### config.mk
export PLATFORM = sky130hd
export DESIGN_NAME = mips_cpu_ifetch
export DESIGN_NICKNAME = d
export VERILOG_FILES = /design/src/rtl/mips_cpu_pkg.sv /design/src/rtl/mips_cpu_ifetch.sv
export SDC_FILE = /design/constraint.sdc
export NUM_CORES = 1
export LEC_CHECK = 0
export BUFFER_PORTS_ARGS = -buffer_cell sky130_fd_sc_hd__buf_2
export CAP_MARGIN = 20
export CORE_MARGIN = 2
export CORE_UTILIZATION = 33
export CTS_CLUSTER_DIAMETER = 100
export CTS_CLUSTER_SIZE = 30
export DETAILED_ROUTE_END_ITERATION = 10
export MAX_ROUTING_LAYER = met4
export SLEW_MARGIN = 15
export SYNTH_ARGS = -nofsm -noshare
export SYNTH_HDL_FRONTEND = slang
export SYNTH_SLANG_ARGS = --single-unit
### constraint.sdc
create_clock -name clk -period 1.3 [get_ports clk]
set_input_delay 0.13 -clock clk [delete_from_list [all_inputs] [get_ports clk]]
set_output_delay 0.13 -clock clk [all_outputs]
set_load 0.02 [all_outputs]
### src/rtl/mips_cpu_pkg.sv
// Shared CPU definitions: ifetch state encoding and the architectural
// reset/halt addresses used by both the PC stage and the fetch stage.
package mips_cpu_pkg;

  localparam int unsigned XLEN = 32;

  localparam logic [XLEN-1:0] RESET_VECTOR = 32'hBFC00000;
  localparam logic [XLEN-1:0] HALT_ADDR    = 32'h00000000;

  typedef enum logic [1:0] {
    IDLE   = 2'd0,
    READ   = 2'd1,
    HOLD   = 2'd2,
    HALTED = 2'd3
  } ifetch_state_t;

endpackage : mips_cpu_pkg

### src/rtl/mips_cpu_ifetch.sv
// Instruction fetch stage: takes a PC over valid/ready, performs one
// Avalon-MM read, and holds the word plus its PC until decode takes it.
// Optional build macro MIPS_CPU_IFETCH_ALIGN_CHECK_EN adds addr_fault and
// turns misaligned PCs into a faulting entry instead of a bus read.
module mips_cpu_ifetch
  import mips_cpu_pkg::*;
(
  input  logic            clk,
  input  logic            rst,
  input  logic [XLEN-1:0] pc_in,
  input  logic            pc_valid,
  output logic            pc_ready,
  input  logic            flush,
  output logic [XLEN-1:0] mem_address,
  output logic            mem_read,
  input  logic            mem_waitrequest,
  input  logic [XLEN-1:0] mem_readdata,
  output logic [XLEN-1:0] instr_out,
  output logic [XLEN-1:0] instr_pc_out,
  output logic            instr_valid,
  input  logic            instr_ready,
`ifdef MIPS_CPU_IFETCH_ALIGN_CHECK_EN
  output logic            addr_fault,
`endif
  output logic            active
);

  ifetch_state_t   state;
  logic            drop;
  logic            consume;
  logic            accept;
  logic            is_halt;
  logic [XLEN-1:0] fetch_addr;

  // Held entry leaves on consume or redirect; a new PC may enter the same cycle.
  assign consume  = (state == HOLD) && (instr_ready || flush);
  assign pc_ready = (state == IDLE) || consume;
  assign accept   = pc_valid && pc_ready;
  assign is_halt  = (pc_in == HALT_ADDR);

`ifdef MIPS_CPU_IFETCH_ALIGN_CHECK_EN
  logic misaligned;
  assign misaligned = (pc_in[1:0] != 2'b00);
  assign fetch_addr = pc_in;
`else
  // Without the check, the bus only ever sees word addresses.
  assign fetch_addr = {pc_in[XLEN-1:2], 2'b00};
`endif

  // Fetch FSM with registered bus and decode-side outputs.
  always_ff @(posedge clk) begin
    if (rst) begin
      state        <= IDLE;
      drop         <= 1'b0;
      mem_read     <= 1'b0;
      mem_address  <= '0;
      instr_out    <= '0;
      instr_pc_out <= RESET_VECTOR;
      instr_valid  <= 1'b0;
      active       <= 1'b1;
`ifdef MIPS_CPU_IFETCH_ALIGN_CHECK_EN
      addr_fault   <= 1'b0;
`endif
    end else begin
      case (state)
        IDLE, HOLD: begin
          if (consume) begin
            instr_valid <= 1'b0;
            state       <= IDLE;
`ifdef MIPS_CPU_IFETCH_ALIGN_CHECK_EN
            addr_fault  <= 1'b0;
`endif
          end
          if (accept) begin
            if (is_halt) begin
              state       <= HALTED;
              active      <= 1'b0;
              instr_valid <= 1'b0;
            end
`ifdef MIPS_CPU_IFETCH_ALIGN_CHECK_EN
            else if (misaligned) begin
              state        <= HOLD;
              instr_valid  <= 1'b1;
              instr_out    <= '0;
              instr_pc_out <= pc_in;
              addr_fault   <= 1'b1;
            end
`endif
            else begin
              state       <= READ;
              mem_address <= fetch_addr;
              mem_read    <= 1'b1;
              instr_valid <= 1'b0;
            end
          end
        end
        READ: begin
          if (!mem_waitrequest) begin
            mem_read <= 1'b0;
            drop     <= 1'b0;
            // A redirect seen at any point of the read discards its data.
            if (drop || flush) begin
              state <= IDLE;
            end else begin
              state        <= HOLD;
              instr_out    <= mem_readdata;
              instr_pc_out <= mem_address;
              instr_valid  <= 1'b1;
            end
          end else if (flush) begin
            drop <= 1'b1;
          end
        end
        HALTED: begin
          state <= HALTED;
        end
        default: begin
          state <= IDLE;
        end
      endcase
    end
  end

endmodule : mips_cpu_ifetch

# [Word level (Yosys, flattened, before mapping)]
# Cells that the tools add are included.
[totals] ff_bits=98 inputBits=70 output_inout_bits=100 elab_cells=53
[classes] eq_ne=9 n_mux=17 n_bitwise=3 reduce_logical=16
[op_table] cell="logical NOT 32 bit" count=1
[op_table] cell="two-way mux 2 bit" count=5
[op_table] cell="inequality test 2 bit (second input constant)" count=5
[op_table] cell="two-way mux 1 bit" count=9
[op_table] cell="AND reduction 3 bit" count=3
[op_table] cell="AND reduction 4 bit" count=2
[op_table] cell="case mux 2 bit (3 select lines)" count=1
[op_table] cell="equality test 2 bit (second input constant)" count=2
[op_table] cell="case mux 1 bit (2 select lines)" count=2
[op_table] cell="AND reduction 2 bit" count=2
[op_table] cell="logical OR 1 bit" count=3
[op_table] cell="inequality test 3 bit (second input constant)" count=1
[op_table] cell="inverter 1 bit" count=3
[op_table] cell="equality test 2 x 1 -> 1 bit (second input constant)" count=1
[op_table] cell="logical AND 1 bit" count=2
[op_table] cell="logical NOT 2 bit" count=1
[op_table] cell="nonzero test 2 bit" count=1
[op_table] cell="OR reduction 2 bit" count=1

# [Depth between registers and ports, before layout]
# Gate-level depths: netlist (run 1).
[logic_depth] ltp_word=6 depth_mapped=6 mapped_depth_nobuf=5

# [Worst setup path before layout (run 1)]
# OpenSTA, ideal clock, no wires.
[synth_timing] path_kind="register to register" start="reg state[1]" end="reg mem_read" setup_ps=115 arrival_ps=1147 required_time_ps=1185 path_slack_ps=38 path_stages_with_launch=6 path_buffers=1 synth_period_minus_slack_ps=1262 cell_sequence="dfxtp_1 inv_1 o311ai_4 a21oi_2 buf_6 o21a_1"
[synth_via] elab_chain_cells=6 word_cells_on_any_way=13 cone_classes="eq/ne (5); mux (1); reduce/logical (7)"
[synth_lines] item="from (decl)" line_no="mips_cpu_ifetch.sv:28" rtl="ifetch_state_t state;"
[synth_lines] item="from (signal assigned)" line_no="mips_cpu_ifetch.sv:53" rtl="state <= IDLE;"
[synth_lines] item="from (signal assigned)" line_no="mips_cpu_ifetch.sv:69" rtl="state <= IDLE;"
[synth_lines] item="from (signal assigned)" line_no="mips_cpu_ifetch.sv:76" rtl="state <= HALTED;"
[synth_lines] item="equality test 2 bit" line_no="mips_cpu_ifetch.sv:36, mips_cpu_ifetch.sv:65"
[synth_lines] item="logical AND 1 bit" line_no="mips_cpu_ifetch.sv:36" rtl="assign consume = (state == HOLD) && (instr_ready || flush);"
[synth_lines] item="logical OR 1 bit" line_no="mips_cpu_ifetch.sv:37" rtl="assign pc_ready = (state == IDLE) || consume;"
[synth_lines] item="logical AND 1 bit" line_no="mips_cpu_ifetch.sv:38" rtl="assign accept = pc_valid && pc_ready;"
[synth_lines] item="inequality test 2 bit (no source line)"
[synth_lines] item="AND reduction 4 bit (no source line)"
[synth_lines] item="to (signal assigned)" line_no="mips_cpu_ifetch.sv:55" rtl="mem_read <= 1'b0;"
[synth_lines] item="to (signal assigned)" line_no="mips_cpu_ifetch.sv:92" rtl="mem_read <= 1'b1;"
[synth_lines] item="to (signal assigned)" line_no="mips_cpu_ifetch.sv:99" rtl="mem_read <= 1'b0;"
[synth_lines] item="to (decl)" line_no="mips_cpu_ifetch.sv:15" rtl="output logic mem_read,"
# Several ways; a longest one is shown, not always the timed one.
# A chain may end at the register's enable or synchronous reset.

# [Final worst setup path (run 1)]
[layout_timing] start="reg state[1]" end="reg mem_address[29]"
[layout_via] elab_chain_cells=5 word_cells_on_any_way=7 cone_classes="eq/ne (1); reduce/logical (6)"
[layout_lines] item="equality test 2 bit" line_no="mips_cpu_ifetch.sv:36, mips_cpu_ifetch.sv:65"
[layout_lines] item="logical AND 1 bit" line_no="mips_cpu_ifetch.sv:36"
[layout_lines] item="logical OR 1 bit" line_no="mips_cpu_ifetch.sv:37"
[layout_lines] item="logical AND 1 bit" line_no="mips_cpu_ifetch.sv:38"
[layout_lines] item="AND reduction 3 bit (no source line) (*)"
[layout_lines] item="to (signal assigned)" line_no="mips_cpu_ifetch.sv:91" rtl="mem_address <= fetch_addr;"
[layout_lines] item="to (decl)" line_no="mips_cpu_ifetch.sv:14" rtl="output logic [XLEN-1:0] mem_address,"
# Mark *: on every way between the ends. The rest lies on a longest branch, timed or not.

==> results.txt, run 1 <==
- Result of the run: finished with violations
* Violated checks: setup timing
- Area share of the leading cell type in the synthesized netlist: 51.1%
- For this design, the sink count on the clock tree is just under 100.
* WP data arrival: ~1.6 ns
- DR iter-0 viols: around 200
* Top post-synthesis cells by area: sky130_fd_sc_hd__dfxtp_1 51%, sky130_fd_sc_hd__nand2_1 12%, sky130_fd_sc_hd__nand2b_1 9.8%, sky130_fd_sc_hd__mux2i_1 7.8%, sky130_fd_sc_hd__a21oi_1 7.4%
- Power density relative to cell area: 1190 nW/µm²
- Number of placement rows: 39
- The netlist uses 27 different library cells.
- Layout cells sized above 1: a little over a third
* Core footprint: between 10000 and 15000 µm²
- Vias in the first global route: between 3000 and 4000
* Worst endpoint required time: between 1.5 and 2 ns
- Synth-to-layout area growth: 42.9%
- After clock tree synthesis, the clock-pin slew on the worst setup and hold paths is approximately 0.06 ns.
* Global-route wire length before repair: 16200 µm
- CTS tree: built
- Crit path setup slack, layout: -0.0477 ns
* Total I/O pin count: between 150 and 200
* R2R Setup Slk: -0.05 ns
* Worst clock skew on the final layout: 0.00474 ns
- The number of clock buffers added by TritonCTS is 9.
- The startpoint identified for the worst hold timing path is mem_readdata[19].
* Peak supply drop: 0.794 mV
- Maximum clock frequency: roughly 740 MHz
- In this run the tool buffered the top-level ports with 165 buffer cells.
- Summing the sequential cell areas from Yosys gives about 51% of the chip area.
* R2r startpoint: state[1]$_SDFFE_PP0P_
* Total setup violations reported at the end of the flow: 27
- The clock passes through at most 2 buffers.
- Mapped cell area: roughly 3800 µm²
* Synth warn: 0
- The design draws about 6600 µW.
- DRC violation count after routing: 0
- After technology mapping, the gate count stands at about 440.
- At the later pin of the worst-skew pair, clock insertion delay measures around 0.34 ns.
- The worst register-to-register path ends at mem_address[29]$_SDFFE_PP0P_.
- Each instance of the synthesized netlist takes up on average roughly 8.7 µm².
* Hold Crit Endpoint: instr_out[19]$_SDFFE_PP0P_
- The detail route stage leaves a number of antenna-violating nets equal to 0.
* Die ar.: between 10000 and 15000 µm²
- The clock tree synthesis step divided the H-tree into 3 levels.
- Number of endpoints with negative hold slack in the final report: 0
- Along the worst hold path, the cell count comes to 3.
* Post-Route Setup TNS: -0.591 ns
* Final global-route overflow total: 0
- Summed over all layers, the routed wires come to 10100 µm.
- Across the run, the number of max-cap violations was 0.
- Leak pwr: ~0.0025 µW
* Register bit total from synthesis: a little under 100
- Clock tree synthesis selected as its root buffer the cell sky130_fd_sc_hd__clkbuf_16.
- Setup repair after global routing missed its margin: true
* Count of fill cells added during filler insertion: around 1100
- The number of antenna violations at the first check in global routing came to 0.
* Min Tclk post-route: 1.35 ns
- The tightest min-delay check is of the in2reg type.
* Net count reported at finish: approximately 700
- Buffers inserted to repair hold after CTS numbered 0.
- Dpl hpwl: around 7400 µm
- The worst register-to-register path has a depth of 6.
- Along the worst path, the maximum fanout reaches 8.
- Dividing the detail-routed via count by the number of cells gives 4.57.
- Combined flip-flop and latch cell area: between 1500 and 2000 µm²
* Vias post-DR: 3556
* Startpoint type of the worst setup path: register
* Pins over their slew limit: 0
* Crit Path Class: reg2reg
* Pre-antenna DRT Iters: 4
- The multi-input combinational cells in the finished layout cover a total of approximately 1700 µm².
- Entering global routing, the biggest net connects 38 pins.
* Die Y: approximately 110 µm
- Largest area contributor in the synthesized netlist: sky130_fd_sc_hd__dfxtp_1
- Initial Util: around a third
- # diodes: 0
* Final period util: 104%
- Routability-driven placement finished with a final weighted congestion of 0.796.
- X dimension of the die: roughly 110 µm
- After detailed routing, the average wire length per cell comes to ~13 µm.
- Gr usage total: roughly 17%
- Critical Path End Type: register
## area by class of cell
class                           instances  share of cell area (%)
Sequential cell                        98                    35.8
Timing Repair Buffer                  208                    24.3
Multi-Input combinational cell        311                    31.5
Inverter                                3                   0.251
Tap cell                              143                    3.26
Clock buffer                           12                    4.67
Clock inverter                          3                   0.274
## critical path: stages, from the launching register on
cell	delay, ns
sky130_fd_sc_hd__dfxtp_4	0.36
sky130_fd_sc_hd__inv_4	0.08
sky130_fd_sc_hd__o311ai_4	0.11
sky130_fd_sc_hd__a21oi_4	0.27
sky130_fd_sc_hd__buf_12	0.15
sky130_fd_sc_hd__buf_12	0.12
sky130_fd_sc_hd__mux2i_1	0.18
## Yosys cell counts
library cell / n
sky130_fd_sc_hd__and4_1: 2
sky130_fd_sc_hd__nand3b_1: 9
sky130_fd_sc_hd__a21o_1: 1
sky130_fd_sc_hd__conb_1: 1
sky130_fd_sc_hd__nor2b_1: 1
sky130_fd_sc_hd__nor3_1: 1
sky130_fd_sc_hd__dfxtp_1: 98
sky130_fd_sc_hd__nor2_1: 3
sky130_fd_sc_hd__nand2b_1: 60
sky130_fd_sc_hd__o21a_1: 1
sky130_fd_sc_hd__a21oi_1: 57
sky130_fd_sc_hd__and3_1: 1
sky130_fd_sc_hd__o311ai_4: 1
sky130_fd_sc_hd__nor4_1: 8
sky130_fd_sc_hd__buf_6: 3
sky130_fd_sc_hd__nand4_1: 1
sky130_fd_sc_hd__mux2i_1: 30
sky130_fd_sc_hd__inv_1: 3
sky130_fd_sc_hd__clkbuf_1: 13
sky130_fd_sc_hd__nand2_1: 124
sky130_fd_sc_hd__buf_2: 14
sky130_fd_sc_hd__nand3_1: 1
sky130_fd_sc_hd__a21oi_2: 1
sky130_fd_sc_hd__buf_4: 4
sky130_fd_sc_hd__o21ai_0: 3
sky130_fd_sc_hd__a31oi_1: 1
sky130_fd_sc_hd__o31ai_1: 1
## logic make-up after synthesis
family / synth area share [%]
flip-flops: 51.1
AO/OA/AOI/OAI: 9.48
buffers and inverters: 5.05
other: 0.0977
multiplexers: 7.82
AND/OR/NAND/NOR: 26.5
## how the worst max path moves through the flow
| stage | start | to | slack, ns | depth (start not counted) |
|---|---|---|---|---|
| 5_1_grt | state[1]$_SDFFE_PP0P_ | mem_address[29]$_SDFFE_PP0P_ | -0.11 | 6 |
| 2_1_floorplan | state[1]$_SDFFE_PP0P_ | mem_read$_SDFFE_PP0P_ | 0.04 | 5 |
| 3_3_place_gp | pc_in[20] | mem_address[18]$_SDFFE_PP0P_ | -0.18 | 6 |
| 3_5_place_dp | pc_in[20] | mem_address[30]$_SDFFE_PP0P_ | -0.22 | 6 |
| 6_report | state[1]$_SDFFE_PP0P_ | mem_address[29]$_SDFFE_PP0P_ | -0.05 | 6 |
| 4_1_cts | state[1]$_SDFFE_PP0P_ | pc_ready | -0.07 | 4 |
## layer usage
metal / global-route usage, % / up-vias / wire (µm)
met4: 7.82 / 0 / 218
met1: 20.5 / 1614 / 4640
li1: - / 1822 / -
met2: 26.2 / 106 / 4660
met5: - / - / 0
met3: 3.59 / 14 / 592
## timing repair
action                     4_1_cts  5_1_grt
pin swaps                        2        2
setup endpoints to repair       65       77
setup buffers                    3        4
cloned                           1        0
resized for setup               12        2
## flip-flops by register name, summed over array words and instances (netlist names)
name and flops:
instr_out 32, instr_valid 1, drop 1, mem_address 30
active 1, mem_read 1, state 2, instr_pc_out 30
## power breakdown
part           total (µW)  switching [µW]  internal, µW  leakage, µW
Clock                2440            1060          1380     0.000138
Combinational         917             479           437      0.00155
Sequential           3200            80.4          3110     0.000798
Total                6550            1620          4930      0.00249
## through the flow
stage               instance area (µm²)  util, %  worst slack, ns  hold WS (ns)  instances
floorplan                          3850        -           0.0382         0.266        446
global placement                   5080     44.7           -0.176         0.371        755
detailed placement                 5080     44.7           -0.222         0.377        755
CTS                                5450     47.9          -0.0721       0.00604        774
global route                       5490     48.3           -0.112        0.0167        778
finish                             5490     48.3          -0.0477        0.0202        778
## layout by cell type (no fill, tap or decap), types with 2 or more instances in the layout
master / synthesis / routed
sky130_fd_sc_hd__a21oi_1: 57 / 57
sky130_fd_sc_hd__and4_1: 2 / 2
sky130_fd_sc_hd__buf_12: 0 / 12
sky130_fd_sc_hd__buf_2: 14 / 163
sky130_fd_sc_hd__buf_4: 4 / 30
sky130_fd_sc_hd__buf_6: 3 / 2
sky130_fd_sc_hd__clkbuf_16: 0 / 9
sky130_fd_sc_hd__clkbuf_8: 0 / 2
sky130_fd_sc_hd__clkinv_2: 0 / 3
sky130_fd_sc_hd__conb_1: 1 / 4
sky130_fd_sc_hd__dfxtp_1: 98 / 96
sky130_fd_sc_hd__inv_2: 0 / 2
sky130_fd_sc_hd__mux2i_1: 30 / 30
sky130_fd_sc_hd__nand2_1: 124 / 124
sky130_fd_sc_hd__nand2b_1: 60 / 60
sky130_fd_sc_hd__nand3b_1: 9 / 9
sky130_fd_sc_hd__nor2_1: 3 / 3
sky130_fd_sc_hd__nor4_1: 8 / 8
sky130_fd_sc_hd__o21ai_0: 3 / 3
No activity file was read; power rests on OpenSTA's default activity.
==> run 2, diff against run 1 <==
--- a/config.mk
+++ b/config.mk
@@ -12,6 +12,7 @@
 export CTS_CLUSTER_DIAMETER = 100
 export CTS_CLUSTER_SIZE = 30
 export DETAILED_ROUTE_END_ITERATION = 10
+export GPL_TIMING_DRIVEN = 0
 export MAX_ROUTING_LAYER = met4
 export SLEW_MARGIN = 15
 export SYNTH_ARGS = -nofsm -noshare
==> results.txt, run 2 (synthesis results as in run 1) <==
* Delay-heaviest family, CP: compound AO/OA/AOI/OAI gates
- Counting buffers and inverters, the worst setup path is 5 cells deep.
- Combined flip-flop and latch cell area: around 2000 µm²
- X dimension of the die: between 100 and 150 µm
* Violated checks: setup timing
* Final GP Congestion: 0.787
- Counting the buffers created by CTS gives 9.
- Switching part of the total power: about 25%
- Peak supply drop: 0.580 mV
* Worst stage delay on the critical path: 0.39 ns
- Pins over their slew limit: 0
- Total I/O pin count: 170
- Synth-to-layout area growth: 53.8%
- The clock drives 98 sinks.
* Maximum clock frequency: about 740 MHz
- The register with the most flip-flops in the final layout is instr_out.
- The H-tree generated during clock tree synthesis spans 3 levels.
- Multi-input gate area in the final layout: just over 2000 µm²
- In this run the deepest clock path goes through 2 buffers.
* R2R Setup Slk: -0.05 ns
- Vias in the first global route: roughly 3500
- Relative slew margins: roughly three fifths
- Top library cells by usage in the layout, fill and taps aside: 170 x sky130_fd_sc_hd__buf_2, 100 x sky130_fd_sc_hd__nand2_1, 96 x sky130_fd_sc_hd__dfxtp_1
- Number of buffers and inverters on the critical path: 2
* Net count reported at finish: roughly 710
- Global-route wire length before repair: about 17000 µm
- The core region is about 11000 µm².
- For this configuration, the core starts out at a cell density of about a third.
- The detail route stage leaves a number of antenna-violating nets equal to 0.
- Met3 Track Usage GR: 3.32%
* Worst setup startpoint: state[1]$_SDFFE_PP0P_
* Die Y: ~110 µm
- Routed length per instance: 14.5 µm
* Maximum number of pins on one net before global-route repair: 15
* Crit path setup slack, layout: -0.0537 ns
- The internal portion of the total power is a little over 5000 µW.
- The worst register-to-register path has a depth of 5.
- Setup repair after global routing could not meet its margin everywhere.
- Top Registers: instr_out (32), instr_pc_out (30), mem_address (30)
- Dpl hpwl: about 7800 µm
- Buffers placed on the I/O ports in this run total 164.
- Switching pwr: 1730 µW
* Clock Latency Late Sink: 0.34 ns
* Type of the worst min-delay path: in2reg
- Counting I/O delays and the setup requirement, the final critical path takes between 1 and 1.5 ns.
* Startpoint type of the worst setup path: register
* Antenna violations before repair: 0
- Using the TritonRoute via totals, the vias-per-cell ratio works out to around 4.7.
- CP max-delay cell: sky130_fd_sc_hd__dfxtp_4
* Result of the run: finished with violations
- Clock slew at the register clock pins of the worst setup and hold paths: ~0.07 ns
- Final design utilization: approximately half
* Measured slew at the worst slew-check pin: 0.587 ns
- For the worst setup path, the data arrival time is roughly 1.6 ns.
* Number of endpoints with negative hold slack in the final report: 0
- Before antenna repair, the detailed router went through 4 iterations.
- The worst setup path is captured at a register.
- # diodes: 0
- Leak pwr: about 0.0027 µW
- Row generation in the floorplan step produced 39 rows.
- Final global-route overflow total: 0
* FF-to-FF End: mem_read$_SDFFE_PP0P_
* Placement-stage worst setup slack: -0.291 ns
- Summed over all layers, the routed wires come to roughly 11000 µm.
* Worst endpoint required time: between 1.5 and 2 ns
* Number of flip-flops under the largest register name: 32
* Portion of total power attributed to sequential cells: between 40% and 50%
* Combinational Power Share: approximately 14%
- The die covers approximately 13000 µm².
- The signal on the critical path passes through inv_4, o311ai_4, a21oi_4, bufbuf_16, o21a_1.
- Post-Route Setup TNS: -0.990 ns
* Most common cell after layout, fill and taps aside: sky130_fd_sc_hd__buf_2
- Met2 track demand over resource: 28.5%
* DR iter-0 viols: ~120
- Maximum Capacitance Violations: 0
- The clock network burns around two fifths of the power.
- Between clock sinks in the finished design, the worst skew comes to just under 0.008 ns.
* Total setup violations reported at the end of the flow: 53
- The most critical setup path has its endpoint at mem_read$_SDFFE_PP0P_.
- Power density relative to cell area: 1160 nW/µm²
* Layout cells sized above 1: between 40% and 50%
- After detailed routing, the number of remaining DRC violations is 0.
- Crit Path Class: reg2reg
- Along the worst path, the maximum fanout reaches 5.
- CTS hold repair buffers: 0
- Global routing used between 15 and 20% of the available tracks across all layers.
- CTS tree: built
- Clock tree root buffer cell: sky130_fd_sc_hd__clkbuf_16
- Final period util: 104%
- For met1 alone, demand over resource in global routing was a little over a fifth.
- The routed layout has 3669 vias.
- Routing layer with the top usage in global route: met2
* R2r startpoint: state[1]$_SDFFE_PP0P_
- After filler insertion, the fill cell instance count of the layout stands at 1080.
-- run 2: cell types whose count changed in the layout (fill, tap and decap cells not counted), moves of 6 or more --
| cell | previous run | this run |
|---|---|---|
| sky130_fd_sc_hd__buf_4 | 30 | 10 |
| sky130_fd_sc_hd__clkbuf_1 | 1 | 12 |
| sky130_fd_sc_hd__nand2_2 | 0 | 6 |
| sky130_fd_sc_hd__buf_12 | 12 | 5 |
| sky130_fd_sc_hd__nand2_1 | 124 | 100 |
| sky130_fd_sc_hd__a21oi_2 | 0 | 34 |
| sky130_fd_sc_hd__nand2_4 | 0 | 18 |
| sky130_fd_sc_hd__buf_2 | 163 | 170 |
| sky130_fd_sc_hd__a21oi_1 | 57 | 23 |
| sky130_fd_sc_hd__buf_8 | 0 | 7 |
-- run 2: power by group through the flow --
stage | logic, µW | registers [µW] | clock network, µW
detailed placement | 783 | 3260 | 0
global placement | 775 | 3260 | 0
finish | 986 | 3210 | 2660
CTS | 888 | 3200 | 2740
global route | 1060 | 3220 | 2840
floorplan | 337 | 3380 | 0
-- run 2: worst min-delay path, cell delays in order --
cell and delay, ns:
sky130_fd_sc_hd__buf_2 0.09, sky130_fd_sc_hd__nand2_1 0.05, sky130_fd_sc_hd__a21oi_1 0.05
-- run 2: metrics by stage --
| step | hold slack (ns) | area [µm²] | instances | power, µW |
|---|---|---|---|---|
| floorplan | 0.266 | 3850 | 446 | 3720 |
| global placement | 0.372 | 4850 | 753 | 4030 |
| detailed placement | 0.378 | 4850 | 753 | 4050 |
| CTS | 0.00802 | 5390 | 777 | 6820 |
| global route | 0.0206 | 5910 | 787 | 7130 |
| finish | 0.0200 | 5910 | 787 | 6860 |
-- run 2: repair_timing --
action,in CTS,in global routing
cloned,2,8
hold endpoints to repair,0,0
endpoints found under the setup margin,93,84
setup buffers,6,3
resized for setup,36,102
pin swaps,3,35
-- run 2: cell type report --
type | instances | area share [%]
clock buffer | 15 | 5.04
inverter | 3 | 0.275
sequential | 98 | 33.3
clock inverter | 1 | 0.0847
multi-input combinational | 311 | 34.3
tap | 143 | 3.03
timing repair buffer | 182 | 19.2
buffer | 34 | 4.72
-- run 2: worst min path at each step --
stage	to	cells after the start	start
CTS	instr_out[4]$_SDFFE_PP0P_	3	mem_readdata[4]
detailed placement	instr_out[4]$_SDFFE_PP0P_	3	mem_readdata[4]
finish	instr_out[19]$_SDFFE_PP0P_	3	mem_readdata[19]
global placement	instr_out[28]$_SDFFE_PP0P_	3	mem_readdata[28]
floorplan	instr_out[0]$_SDFFE_PP0P_	2	mem_readdata[0]
global route	instr_out[4]$_SDFFE_PP0P_	3	mem_readdata[4]
-- run 2: routing by layer --
layer  vias to the layer above  share of wire [%]
li1                       1838                  -
met4                         0                1.6
met3                        13                5.3
met1                      1703                 46
met2                       115                 47
met5                         -                  0
==> run 3, diff against run 2 <==
--- a/config.mk
+++ b/config.mk
@@ -7,13 +7,17 @@
 export LEC_CHECK = 0
 export BUFFER_PORTS_ARGS = -buffer_cell sky130_fd_sc_hd__buf_2
 export CAP_MARGIN = 20
+export CELL_PAD_IN_SITES_DETAIL_PLACEMENT = 1
+export CELL_PAD_IN_SITES_GLOBAL_PLACEMENT = 1
 export CORE_MARGIN = 2
-export CORE_UTILIZATION = 33
+export CORE_UTILIZATION = 30
 export CTS_CLUSTER_DIAMETER = 100
 export CTS_CLUSTER_SIZE = 30
 export DETAILED_ROUTE_END_ITERATION = 10
 export GPL_TIMING_DRIVEN = 0
 export MAX_ROUTING_LAYER = met4
+export PLACE_DENSITY_LB_ADDON = 0.1
+export RECOVER_POWER = 100
 export SLEW_MARGIN = 15
 export SYNTH_ARGS = -nofsm -noshare
 export SYNTH_HDL_FRONTEND = slang
==> results.txt, run 3 (synthesis results as in run 1) <==
- Global routing consumed, over all layers together, 17.5% of the routing resources.
- The number of hold-slack violations in the final timing report came to 0.
- The path class of the tightest hold or removal check is in2reg.
- Most common cell after layout, fill and taps aside: sky130_fd_sc_hd__buf_2
* Total I/O pin count: 170
* Count of fill cells added during filler insertion: 1508
* Largest buffer count on any clock path: 2
* Final period util: 104%
- VDD sags by at most approximately 0.47 mV.
- The floorplan has 41 rows.
- The later pin in the worst-skew pair is clocked with a latency of about 0.34 ns.
* Start point of the worst hold path: mem_readdata[15]
- Setup slack on the worst reg-to-reg path comes out at -0.06 ns.
- After floorplanning, the core was sized to cover 12600 µm².
- The repair_antennas step left the layout with diodes totalling 0.
* Worst r2r path cells: 6
- Worst stage delay on the critical path: roughly 0.39 ns
- Once layout is complete, the utilization of the core stands at 46.4%.
- The via count of the first global-routing pass came to roughly 3500.
- WP data arrival: roughly 1.6 ns
- Clock-pin slew was measured on the worst setup and hold paths at about 0.07 ns.
- Of all nets on the critical path, the largest fanout is 10.
* Leak pwr: 0.00250 µW
* Final global-route overflow total: 0
* Delay-heaviest family, CP: compound AO/OA/AOI/OAI gates
* Vias post-DR: 3702
- Summed over all nets, the switching power comes to between 1500 and 2000 µW.
* Number of standard cells in the final layout excluding fillers: about 800
* Clk network pwr share: 39.6%
- Power spread over the standard cell area amounts to around 1200 nW/µm².
- Counting flops per register, the top entry is instr_out.
- Total Wirelength: about 13000 µm
- The initial utilization of the core area, before any placement, comes to between 30% and 40%.
* DRC violation count after routing: 0
- Maximum clock frequency: roughly 740 MHz
* Dpl hpwl: 8690 µm
* Critical Path End Type: register
* Global-route wire length before repair: approximately 18000 µm
* Number of buffers and inverters on the critical path: 3
- In this run, placement finished with an instance count of between 700 and 800.
* Cell depth of the worst min-delay path: 3
* Violated checks: setup timing
* TritonCTS buffer count: 9
* Pre-antenna DRT Iters: 4
- Dividing the detail-routed via count by the number of cells gives between 4 and 5.
- On the critical path, the stage with the largest delay is an instance of sky130_fd_sc_hd__dfxtp_4.
* Critical Path, Cell by Cell: inv_4, o311ai_4, a21oi_4, buf_12, buf_12, o21a_1
- In the final design database the tool counted just over 700 nets.
- Number of flip-flops under the largest register name: 32
- The library cells used most frequently in the layout, excluding fill and tap cells, are 125 x sky130_fd_sc_hd__buf_2, 99 x sky130_fd_sc_hd__nand2_1, 96 x sky130_fd_sc_hd__dfxtp_1.
- The tool flagged a number of max-cap violations equal to 0.
* DR iter-0 viols: around 80
- R2r startpoint: state[1]$_SDFFE_PP0P_
* CP most frequent cell: sky130_fd_sc_hd__buf_12
- Cell internal power was estimated by the tool at between 5000 and 6000 µW.
- Combinational Power Share: around 14%
- Setup repair after global routing missed its margin: true
- From left edge to right edge, the die measures 117 µm.
- Across all setup checks in the final design, the least slack found is -0.0574 ns.
- The tree is rooted in a sky130_fd_sc_hd__clkbuf_16.
- CTS tree: built
- Relative slew margins: between 50% and 60%
* Switching part of the total power: approximately 25%
- Setup violations remaining at the end of the flow were counted as 54.
* Result of the run: finished with violations
* Worst clock skew on the final layout: approximately 0.008 ns
- Final GP Congestion: ~0.7
- Maximum number of pins on one net before global-route repair: 15
- CTS hold repair buffers: 0
- Clock tree synthesis found a total of between 90 and 100 sinks.
* Hold Crit Endpoint: instr_out[15]$_SDFFE_PP0P_
- FF-to-FF End: mem_read$_SDFFE_PP0P_
- In this run the number of H-tree levels came out at 3.
* Top Registers: instr_out (32), instr_pc_out (30), mem_address (30)
- Antenna violations before repair: 0
- Pins over their slew limit: 0
- Portion of total power attributed to sequential cells: 46.4%
* Worst endpoint required time: ~1.5 ns
* Layout cells sized above 1: roughly two fifths
- Post-Route Setup TNS: -0.737 ns
- By startpoint and endpoint, the worst setup path is classified as reg2reg.
* Routed length per instance: 15.5 µm
- The worst setup path is launched from a register.
- Die ar.: about 14000 µm²
- Antenna violation net count after detailed routing: 0
- Compared with the post-synthesis result, the final layout area differs by 51.8%.
- For the pin with the worst max-slew slack, the measured transition is ~0.67 ns.
- Buffers placed on the I/O ports in this run total between 150 and 200.
* Die Y: 117 µm
- Min Tclk post-route: 1.36 ns
==> run 3: cell types whose count changed in the layout (fill, tap and decap cells not counted), moves of 2 or more <==
cell,previous run,this run
sky130_fd_sc_hd__a21oi_1,23,21
sky130_fd_sc_hd__a21oi_2,34,36
sky130_fd_sc_hd__buf_2,170,125
sky130_fd_sc_hd__buf_4,10,14
sky130_fd_sc_hd__buf_6,4,1
sky130_fd_sc_hd__buf_8,7,5
sky130_fd_sc_hd__clkbuf_1,12,55
sky130_fd_sc_hd__clkbuf_8,5,3
sky130_fd_sc_hd__nand2_2,6,8
==> run 3: stage by stage <==
stage               hold slack, ns  power, µW  cell area [µm²]  setup slack (ns)
floorplan                    0.266       3720             3850            0.0382
CTS                        0.00735       6870             5330           -0.0464
global placement             0.374       4050             4890            -0.304
global route                0.0230       7200             5830            -0.121
detailed placement           0.381       4060             4890            -0.325
finish                      0.0282       6900             5830           -0.0574
==> run 3: layout make-up <==
type | instances | area (µm²) | area share (%)
Multi-Input combinational cell | 311 | 2030 | 34.8
Sequential cell | 98 | 1970 | 33.7
Timing Repair Buffer | 179 | 1000 | 17.2
Buffer | 34 | 297 | 5.09
Clock buffer | 13 | 270 | 4.64
Tap cell | 172 | 215 | 3.69
Clock inverter | 2 | 35.0 | 0.601
Inverter | 3 | 16.3 | 0.279
==> run 3: metal layers <==
metal	share of wire [%]	track usage, %	up-vias
li1	-	-	1828
met4	1.5	7.06	0
met2	48	27.8	105
met5	0	-	-
met3	6.0	3.81	11
met1	44	21.7	1758
==> run 3: worst max path at each step <==
stage,from,to,slack [ns],cells past startpoint
floorplan,state[1]$_SDFFE_PP0P_,mem_read$_SDFFE_PP0P_,0.04,5
global placement,pc_in[20],mem_read$_SDFFE_PP0P_,-0.30,6
detailed placement,pc_in[20],mem_read$_SDFFE_PP0P_,-0.33,6
CTS,state[1]$_SDFFE_PP0P_,pc_ready,-0.05,4
global route,state[1]$_SDFFE_PP0P_,instr_out[3]$_SDFFE_PP0P_,-0.12,6
finish,state[1]$_SDFFE_PP0P_,mem_read$_SDFFE_PP0P_,-0.06,6
==> run 3: power by group through the flow <==
stage | Combinational [µW] | Sequential (µW) | Clock [µW]
finish | 961 | 3200 | 2740
floorplan | 337 | 3380 | 0
global route | 1040 | 3220 | 2940
detailed placement | 800 | 3260 | 0
CTS | 846 | 3190 | 2830
global placement | 790 | 3260 | 0
==> run 3: tightest hold or removal path, stage by stage <==
cell and delay (ns):
sky130_fd_sc_hd__buf_2 0.11, sky130_fd_sc_hd__nand2_2 0.05, sky130_fd_sc_hd__a21oi_2 0.04
==> run 3: what timing repair did <==
| item | in CTS | in global routing |
|---|---|---|
| resized for setup | 33 | 100 |
| setup buffers | 5 | 4 |
| gates cloned | 0 | 6 |
| pin swaps | 1 | 39 |
| setup endpoints to repair | 93 | 92 |
